## config.mk

```make
export PLATFORM = sky130hd
export DESIGN_NAME = layer_header_sequencer
export DESIGN_NICKNAME = d
export VERILOG_FILES = /design/src/rtl/layer_pipe_pkg.sv /design/src/rtl/layer_hit_test.sv /design/src/rtl/layer_header_sequencer.sv
export SDC_FILE = /design/constraint.sdc
export NUM_CORES = 1
export LEC_CHECK = 0
export ABC_AREA = 1
export CORE_ASPECT_RATIO = 2
export CORE_UTILIZATION = 40
export DETAILED_ROUTE_END_ITERATION = 12
export HOLD_SLACK_MARGIN = 0.02
export PLACE_DENSITY = 0.7
export SETUP_SLACK_MARGIN = 0.2
export SLEW_MARGIN = 15
export SYNTH_ARGS = -nofsm -noshare
export SYNTH_HDL_FRONTEND = slang
export SYNTH_SLANG_ARGS = --single-unit
export TNS_END_PERCENT = 1
```

## constraint.sdc

```tcl
create_clock -name clk -period 2.57 [get_ports clk]
set_input_delay 0.257 -clock clk [delete_from_list [all_inputs] [get_ports clk]]
set_output_delay 0.257 -clock clk [all_outputs]
set_load 0.02 [all_outputs]
```

## src/rtl/layer_pipe_pkg.sv

```systemverilog
// layer_pipe_pkg
// Definitions shared by the layer pipe stage 1 back-end and, later, the sprite
// path. This covers header register indices, CTRL bit positions, sequencer FSM
// encoding and the layer descriptor layout.
// Optional build macro used by dependents: LAYER_SEQ_HITCOUNT_EN.
package layer_pipe_pkg;

    localparam int NUM_LAYERS = 32;   // layers scanned per line (power of two)
    localparam int ADDR_W     = 5;    // log2(NUM_LAYERS)
    localparam int DATA_W     = 16;   // header register width
    localparam int Y_W        = 10;   // scanline index width
    localparam int FMT_W      = 4;    // descriptor format field width

    // One header memory per register, all addressed by the same layer index.
    localparam int HDR_CTRL = 0;
    localparam int HDR_X    = 1;
    localparam int HDR_Y    = 2;
    localparam int HDR_H    = 3;

    // CTRL register fields.
    localparam int CTRL_ENABLE  = 15;
    localparam int CTRL_FMT_MSB = 3;
    localparam int CTRL_FMT_LSB = 0;

    typedef enum logic [1:0] {
        ST_IDLE = 2'd0,
        ST_SCAN = 2'd1,
        ST_EMIT = 2'd2,
        ST_DONE = 2'd3
    } seqState_t;

    // Descriptor handed to pipe stage 2.
    typedef struct packed {
        logic [ADDR_W-1:0] layer;
        logic [DATA_W-1:0] x;
        logic [DATA_W-1:0] row;
        logic [FMT_W-1:0]  format;
    } layerDesc_t;

endpackage

```

## src/rtl/layer_hit_test.sv

```systemverilog
// layer_hit_test
// Purely combinational vertical hit test of one layer/sprite against a line.
// Ports:
//   enable  in   layer enable bit
//   lineY   in   current scanline (LINE_W bits, zero-extended)
//   originY in   layer y origin (unsigned)
//   height  in   layer height in lines
//   hit     out  enable & originY <= lineY < originY + height
//   row     out  lineY - originY, low WIDTH bits
module layer_hit_test
    import layer_pipe_pkg::*;
#(
    parameter int LINE_W = Y_W,
    parameter int WIDTH  = DATA_W
) (
    input  logic              enable,
    input  logic [LINE_W-1:0] lineY,
    input  logic [WIDTH-1:0]  originY,
    input  logic [WIDTH-1:0]  height,
    output logic              hit,
    output logic [WIDTH-1:0]  row
);

    // One extra bit so originY + height never wraps back below the line.
    logic [WIDTH:0] lineExt;
    logic [WIDTH:0] originExt;
    logic [WIDTH:0] bottomExt;

    always_comb begin
        lineExt              = '0;
        lineExt[LINE_W-1:0]  = lineY;
        originExt            = {1'b0, originY};
        bottomExt            = originExt + {1'b0, height};
        hit                  = enable && (lineExt >= originExt) && (lineExt < bottomExt);
        row                  = lineExt[WIDTH-1:0] - originY;
    end

endmodule

```

## src/rtl/layer_header_sequencer.sv

```systemverilog
// layer_header_sequencer
// Pipe stage 1 back-end. On each lineStart walks layer indices 0..NUM_LAYERS-1
// through one shared async-read header address, hit-tests each layer against
// the latched line and emits one descriptor per hit, in ascending layer order,
// over a valid/ready handshake.
// Ports:
//   clk, reset           clock, async active-low reset
//   lineStart, lineY     one-cycle scan request and its scanline
//   hdrReadAddr          layer index to all header memories
//   hdrCtrl/X/Y/H        header data at hdrReadAddr (same cycle)
//   outValid, outReady   descriptor handshake to stage 2
//   outLayer/X/Row/Format descriptor fields
//   busy                 not IDLE
//   lineDone             one-cycle pulse at end of a line
//   hitCount             handshakes this line (only with LAYER_SEQ_HITCOUNT_EN)
// Build macro: LAYER_SEQ_HITCOUNT_EN adds the hitCount output and counter.
module layer_header_sequencer
    import layer_pipe_pkg::*;
(
    input  logic              clk,
    input  logic              reset,
    input  logic              lineStart,
    input  logic [Y_W-1:0]    lineY,
    output logic [ADDR_W-1:0] hdrReadAddr,
    input  logic [DATA_W-1:0] hdrCtrl,
    input  logic [DATA_W-1:0] hdrX,
    input  logic [DATA_W-1:0] hdrY,
    input  logic [DATA_W-1:0] hdrH,
    output logic              outValid,
    input  logic              outReady,
    output logic [ADDR_W-1:0] outLayer,
    output logic [DATA_W-1:0] outX,
    output logic [DATA_W-1:0] outRow,
    output logic [FMT_W-1:0]  outFormat,
    output logic              busy,
    output logic              lineDone
`ifdef LAYER_SEQ_HITCOUNT_EN
    ,
    output logic [ADDR_W:0]   hitCount
`endif
);

    localparam logic [ADDR_W-1:0] LAST_IDX = ADDR_W'(NUM_LAYERS - 1);

    seqState_t         state, stateNext;
    logic [ADDR_W-1:0] idx, idxNext;
    logic              validReg, validNext;
    logic [Y_W-1:0]    lineReg;
    layerDesc_t        descReg;
    logic              latchLine;
    logic              loadDesc;
    logic              handshake;
    logic              hit;
    logic [DATA_W-1:0] row;
    logic              unusedCtrlBits;

    // Reserved CTRL bits are not interpreted here.
    assign unusedCtrlBits = ^hdrCtrl[CTRL_ENABLE-1:CTRL_FMT_MSB+1];

    // The header memories are read asynchronously, so the data for idx is
    // valid in the same cycle; no pipeline bubble between layers.
    assign hdrReadAddr = idx;
    assign handshake   = validReg && outReady;

    layer_hit_test #(
        .LINE_W (Y_W),
        .WIDTH  (DATA_W)
    ) uHitTest (
        .enable  (hdrCtrl[CTRL_ENABLE]),
        .lineY   (lineReg),
        .originY (hdrY),
        .height  (hdrH),
        .hit     (hit),
        .row     (row)
    );

    always_ff @(posedge clk or negedge reset) begin
        if (!reset) begin
            state    <= ST_IDLE;
            idx      <= '0;
            validReg <= 1'b0;
        end else begin
            state    <= stateNext;
            idx      <= idxNext;
            validReg <= validNext;
        end
    end

    always_comb begin
        stateNext = state;
        idxNext   = idx;
        validNext = validReg;
        latchLine = 1'b0;
        loadDesc  = 1'b0;
        case (state)
            ST_IDLE: begin
                if (lineStart) begin
                    latchLine = 1'b1;
                    idxNext   = '0;
                    stateNext = ST_SCAN;
                end
            end
            ST_SCAN: begin
                if (hit) begin
                    loadDesc  = 1'b1;
                    validNext = 1'b1;
                    stateNext = ST_EMIT;
                end else if (idx == LAST_IDX) begin
                    stateNext = ST_DONE;
                end else begin
                    idxNext = idx + 1'b1;
                end
            end
            ST_EMIT: begin
                // idx still points at the emitted layer; advance only once
                // stage 2 has taken the descriptor.
                if (handshake) begin
                    validNext = 1'b0;
                    if (idx == LAST_IDX) begin
                        stateNext = ST_DONE;
                    end else begin
                        idxNext   = idx + 1'b1;
                        stateNext = ST_SCAN;
                    end
                end
            end
            ST_DONE: begin
                stateNext = ST_IDLE;
            end
            default: begin
                stateNext = ST_IDLE;
            end
        endcase
    end

    always_ff @(posedge clk or negedge reset) begin
        if (!reset) begin
            lineReg <= '0;
            descReg <= '0;
        end else begin
            if (latchLine) begin
                lineReg <= lineY;
            end
            if (loadDesc) begin
                descReg.layer  <= idx;
                descReg.x      <= hdrX;
                descReg.row    <= row;
                descReg.format <= hdrCtrl[CTRL_FMT_MSB:CTRL_FMT_LSB];
            end
        end
    end

`ifdef LAYER_SEQ_HITCOUNT_EN
    // Width ADDR_W+1 holds NUM_LAYERS hits without wrapping.
    always_ff @(posedge clk or negedge reset) begin
        if (!reset) begin
            hitCount <= '0;
        end else if (latchLine) begin
            hitCount <= '0;
        end else if (handshake) begin
            hitCount <= hitCount + 1'b1;
        end
    end
`endif

    assign outValid  = validReg;
    assign outLayer  = descReg.layer;
    assign outX      = descReg.x;
    assign outRow    = descReg.row;
    assign outFormat = descReg.format;
    assign busy      = (state != ST_IDLE);
    assign lineDone  = (state == ST_DONE);

endmodule

```

* Word level (Yosys, flattened, before mapping)
Cells that the tools add are included.
Storage, ports and cells: bits in registers 59, output and inout port bits 49, logic and storage cells 50
Cells by class: add/subtract/negate cells 3, magnitude comparators 2, equal/unequal tests 9, mux-type cells 18, reduce and logical (&&, ||, !) cells 10
Operators with widths (count):
- 5-bit 2-to-1 mux | 4
- 16-bit by 16-bit adder with 17-bit output | 1
- 10-bit by 17-bit less-than comparator with 1-bit output | 1
- 10-bit by 16-bit greater-or-equal comparator with 1-bit output | 1
- 10-bit by 16-bit subtractor with 16-bit output | 1
- 5-bit one-hot mux with 3 select lines | 1
- 2-bit 2-to-1 mux | 5
- 2-bit != test (second input constant) | 4
- 2-bit one-hot mux with 4 select lines | 1
- 1-bit 2-to-1 mux | 6
- 3-bit AND reduction | 2
- 5-bit by 1-bit adder with 5-bit output (second input constant) | 1
- 5-bit equality test (second input constant) | 1
- 2-bit equality test (second input constant) | 2
- 4-bit AND reduction | 1
- 2-bit nonzero test | 2
- 1-bit logical AND | 3
- 3-bit != test (second input constant) | 1
- 3-bit nonzero test | 1
- 2-bit by 1-bit equality test with 1-bit output (second input constant) | 1
- 2-bit logical NOT | 1
- 1-bit one-hot mux with 2 select lines | 1

* Logic depth before layout (Yosys ltp)
Gate-level depths: netlist (run 1).
word-level depth 5, gate-level depth with buffers 22, gate-level depth less buffers 22

* Hierarchy
Synthesis (run 1) repeated with hierarchy kept, for this count alone.
Second synthesis, totals: cells, all modules 520, area total of the unflattened synthesis 4312.9 um2
By module, submodules not included:
- layer_header_sequencer | times used 1, cells each 191, area each 2472.4 um2, seq. area each 1476.4 um2
- layer_hit_test | times used 1, cells each 329, area each 1840.5 um2, seq. area each 0.0 um2

* Worst setup path after synthesis (run 1)
Ideal clock, no wire load.
path kind input port to flip-flop, start input port hdrY[0], end register idx[2], in the netlist hdrReadAddr[2], library setup time 0.118 ns, data arrival time 2.720 ns, setup slack -0.269 ns, cell stages on the path 22, buffers on the path 1, cell sequence ha_1 -> fa_1 -> nand3_1 -> nand2_2 -> nand2_1 -> nand3_1 -> xnor2_1 -> ha_1 -> nand2_1 -> nor2_1 -> nand3_1 -> nand3_1 -> nand2_1 -> nand2_1 -> nand2_1 -> nor2_1 -> nand3_2 -> nand3_2 -> buf_6 -> nand2_4 -> nand2_1 -> o21ai_2
On the way: word-level cells in the longest chain between the ends 5
RTL lines:
- from (decl) | line layer_header_sequencer.sv:27 | input logic [DATA_W-1:0] hdrY,
- 16-bit by 16-bit adder with 17-bit output or 10-bit by 16-bit greater-or-equal comparator with 1-bit output (tied branches) | line layer_hit_test.sv:33, layer_hit_test.sv:34
- 10-bit by 17-bit less-than comparator with 1-bit output or 1-bit logical AND (tied branches) | line layer_hit_test.sv:34 | hit = enable && (lineExt >= originExt) && (lineExt < bottomExt);
- 1-bit logical AND (*) | line layer_hit_test.sv:34
- 2-bit != test (no line) (*)
- 4-bit AND reduction (no line) (*)
- to (signal assigned) | line layer_header_sequencer.sv:84 | idx <= idxNext;
- to (decl) | line layer_header_sequencer.sv:46 | logic [ADDR_W-1:0] idx, idxNext;
Every way passes the cells marked *; elsewhere a longest branch is shown, timed or not. A chain may end at the register's enable or synchronous reset.

* Final worst setup path (run 1)
start input port hdrY[0], end register descReg, in the netlist outLayer[2]
On the way: word-level cells in the longest chain between the ends 5
RTL lines:
- 16-bit by 16-bit adder with 17-bit output or 10-bit by 16-bit greater-or-equal comparator with 1-bit output (tied branches) | line layer_hit_test.sv:33, layer_hit_test.sv:34
- 10-bit by 17-bit less-than comparator with 1-bit output or 1-bit logical AND (tied branches) | line layer_hit_test.sv:34
- 1-bit logical AND (*) | line layer_hit_test.sv:34
- 1-bit 2-to-1 mux (*) | line layer_header_sequencer.sv:104 | if (hit) begin
- 1-bit 2-to-1 mux (*) | line layer_header_sequencer.sv:95 | case (state)
- to (decl) | line layer_header_sequencer.sv:49 | layerDesc_t descReg;
Marks and branches as above.

==> impl_metrics.py, run 1 <==
metrics = {
    "status": {
        "outcome": "finished, violations left",
        "violations": "setup timing",
    },
    "sta": {
        "fin_crit_sh_pct": 107.9,
        "worst_slack_ns": -0.2025,
        "relSlewSlack_pct": 36.64,
        "setup_viol": 47,
        "whs_ns": 0.3726,
        "final.setup.tns_ns": -6.613,
        "skew_ns": 0.006773,
        "rsz0062_at_grt": "true",
        "hold_violations": 0,
        "maxSlewViolCount": 0,
        "max_freq_mhz": 360.7,
        "worst_slew_pin_slew_ns": 0.9447,
        "period_needed_ns": 2.773,
    },
    "clock_network": {
        "cts_root_buf": "clkbuf_16",
        "cts_buffer_depth": 2,
        "cts_tree": "done",
        "clkSlewWorstSetupHoldPaths_ns": 0.05,
        "cts.sinks": 59,
        "htree_levels": 3,
        "clock_latency_ns": 0.33,
        "cts-buffers-inserted": 9,
    },
    "yosys": {
        "ys_warn_count": 0,
        "seq_area_frac_synth_pct": 34.98,
        "synth-edff-count": 0,
        "synth.distinct_cells": 38,
        "synth_fp_nets": 691,
        "yosys_most_used_dff": "dfrtp_1",
        "syn_area_um2": 4220,
        "syn_avg_cell_area_um2": 7.417,
        "ys_ff_latch": 59,
        "synth_cells": 569,
        "async_flop_share_pct": 100.0,
    },
    "floorplanning": {
        "rows": 52,
        "die_w_um": 74.63,
        "fp.coreArea_um2": 10210,
        "start_util_pct": 41.32,
        "dieArea_um2": 10990,
        "chipHeight_um": 147.3,
        "io_pins": 127,
    },
    "final_layout": {
        "layout.nets": 899,
        "diodes": 0,
        "final_layout_size_suffix_gt1_share_pct": 24.94,
        "syn2layout_area_growth_pct": 62.82,
        "fill_cells": 849,
        "multiInputGateArea_um2": 2718,
        "seqCellArea_um2": 1476,
    },
    "min_path": {
        "hold_class": "input pin to asynchronous set/reset pin",
    },
    "grt": {
        "grt_pass1_wl_um": 20200,
        "grt_max_degree": 34,
        "gr-total-overflow": 0,
        "grt_pass1_vias": 4534,
        "grt_util_all_layers_pct": 24.24,
        "antenna_found_initial": 0,
    },
    "power": {
        "power.density_nw_per_um2": 754.5,
        "leakagePower_nw": 3.559,
        "finalPower_w": 0.005185,
        "peakVddDrop_mv": 0.4970,
    },
    "route": {
        "drt_iter0_markers": 156,
        "dr.pass1.iters": 4,
        "routed_via_density": 4.818,
        "ant_nets": 0,
        "wirelength_um": 12900,
        "post-route-drc-count": 0,
        "wl_per_cell_um": 14.07,
        "vias": 4418,
    },
    "worst_setup_path": {
        "slowest_stage": "fa_2",
        "cp_data_required_time_ns": 2.77,
        "path_max_fanout": 6,
        "crit_type": "input pin to flop",
        "worst-endpoint-arrival_ns": 2.98,
        "critPathCaptureType": "flop",
        "path_common_cell": "nand2_1",
        "crit_chain": "buf_8 -> ha_4 -> fa_2 -> nand3_2 -> nand2_4 -> nand2_4 -> nand3_4 -> xnor2_2 -> ha_1 -> nand2_2 -> a21oi_2 -> nor2_1 -> nand3_2 -> nand2_1 -> nand2_1 -> nand2_1 -> nor2_2 -> nand3_2 -> nand3_4 -> buf_12 -> buf_6 -> nand2_1 -> o21ai_0",
        "max_stage_delay_ns": 0.36,
        "crit_path_start_kind": "input pin",
    },
    "place": {
        "dp_slack_ns": -0.8937,
        "port_buffers": 115,
        "gp_congestion": 0.9068,
        "hpwl_um": 10070,
    },
    "job": {
        "cap_violations": 0,
    },
}
[area by class of cell]
| cell class | instances | area share [%] |
|---|---|---|
| clock buffer | 12 | 3.878 |
| timing repair buffer | 205 | 27.53 |
| clock inverter | 4 | 0.6919 |
| inverter | 80 | 4.406 |
| sequential | 59 | 21.49 |
| tap | 135 | 2.458 |
| multi-input combinational | 422 | 39.55 |
[through the flow]
step,cell area [um2],instances,utilization (%)
4_1_cts,6741,914,66.00
6_report,6872,917,67.27
3_5_place_dp,6126,884,59.97
2_1_floorplan,4274,569,-
3_3_place_gp,6126,884,59.97
5_1_grt,6872,917,67.27
[layer usage]
| layer | GRT usage (%) | routed length, um | vias to the layer above |
|---|---|---|---|
| li1 | - | - | 2221 |
| met1 | 22.48 | 4451 | 2055 |
| met2 | 47.97 | 7489 | 114 |
| met3 | 2.743 | 402 | 28 |
| met4 | 12.45 | 559 | 0 |
| met5 | 0 | 0 | - |
[critical path: cells and delay by family]
| kind | cells | cell delay [ns] |
|---|---|---|
| fa+ha+maj | 3 | 0.84 |
| compound gates | 2 | 0.11 |
| buf+inv | 3 | 0.43 |
| xor+xnor | 1 | 0.16 |
| simple gates | 14 | 1.17 |
[path summary, 6_finish.rpt]
path	startpoint	to	slack [ns]	cells after the start
worst max register to register	lineReg[0]	outLayer[2]	0.05	13
worst min register to register	outX[1]	outX[1]	0.48	2
worst min-delay path	reset	outRow[7]	0.37	2
max in group asynchronous	reset	outX[6]	1.45	3
worst max-delay path	hdrY[0]	outLayer[2]	-0.20	23
min in group clk	hdrY[0]	outRow[0]	0.45	4
[cell usage in the layout, fill, tap and decap left out, types with 5 or more instances in the layout]
| master | n |
|---|---|
| nor2_1 | 14 |
| nand2_4 | 8 |
| xnor2_1 | 10 |
| clkbuf_16 | 9 |
| xor2_1 | 9 |
| o21ai_1 | 9 |
| o21ai_2 | 11 |
| a21oi_1 | 18 |
| nand3_2 | 5 |
| o21ai_0 | 12 |
| ha_4 | 8 |
| clkdlybuf4s50_1 | 98 |
| nand2_1 | 193 |
| buf_4 | 82 |
| dlygate4sd2_1 | 10 |
| nor2_2 | 6 |
| nand3_1 | 16 |
| mux2_2 | 8 |
| inv_1 | 77 |
| dfrtp_1 | 59 |
| ha_1 | 34 |
| nand2_2 | 23 |
[cells by family (layout without fill, tap and decap cells)]
logic type               count (synthesis)  count (layout)  share of synthesized area, %
AO/OA/AOI/OAI                           66              66                         9.191
buffers and inverters                   89             301                         8.449
multiplexers                             8               8                         2.135
adder cells (fa/ha/maj)                 44              44                         13.40
AND/OR/NAND/NOR                        282             283                         27.48
flip-flops                              59              59                         34.98
XOR/XNOR                                21              21                         4.358
[sequential cells by signal, indices dropped and copies added, names as in the netlist]
name and count:
lineReg 10, state 2, outX 16, hdrReadAddr 5, outValid 1, outFormat 4, outLayer 5, outRow 16
[Yosys cell counts, types with 2 or more instances]
cell type / count / area [um2]
a21oi_1: 21 / 105.1
a21oi_2: 2 / 17.52
and2_1: 2 / 12.51
buf_2: 6 / 30.03
buf_6: 2 / 22.52
dfrtp_1: 59 / 1476
fa_1: 2 / 40.04
ha_1: 42 / 525.5
inv_1: 77 / 289.0
inv_2: 3 / 11.26
mux2_2: 8 / 90.09
nand2_1: 219 / 822.0
nand2_2: 4 / 25.02
nand3_1: 21 / 105.1
nand3_2: 2 / 20.02
nand4_1: 3 / 18.77
nor2_1: 18 / 67.56
nor2_2: 3 / 18.77
nor3_1: 3 / 15.01
nor4_1: 2 / 12.51
o21a_1: 4 / 30.03
o21ai_0: 26 / 130.1
o21ai_2: 6 / 52.55
xnor2_1: 12 / 105.1
xor2_1: 9 / 78.83
[where the power goes]
| group | total, W | switching [W] | internal (W) |
|---|---|---|---|
| Sequential | 0.00128 | 0.000165 | 0.00112 |
| Combinational | 0.00266 | 0.00139 | 0.00127 |
| Clock | 0.00124 | 0.000418 | 0.000825 |
[timing repair]
| action | CTS | global route |
|---|---|---|
| hold buffers | 1 | 0 |
| pin swaps | 24 | 13 |
| hold endpoints to repair | 14 | 0 |
| resized for setup | 71 | 34 |
| gates cloned | 2 | 0 |
| setup buffers | 11 | 3 |
| endpoints found under the setup margin | 49 | 49 |
No activity file was read; power rests on OpenSTA's default activity.
==> run 2, diff against run 1 <==
- HOLD_SLACK_MARGIN: 0.02 -> 0.12
==> results of run 2 <==
Same layout as run 1: the final DEF is identical, and so are final timing and power.
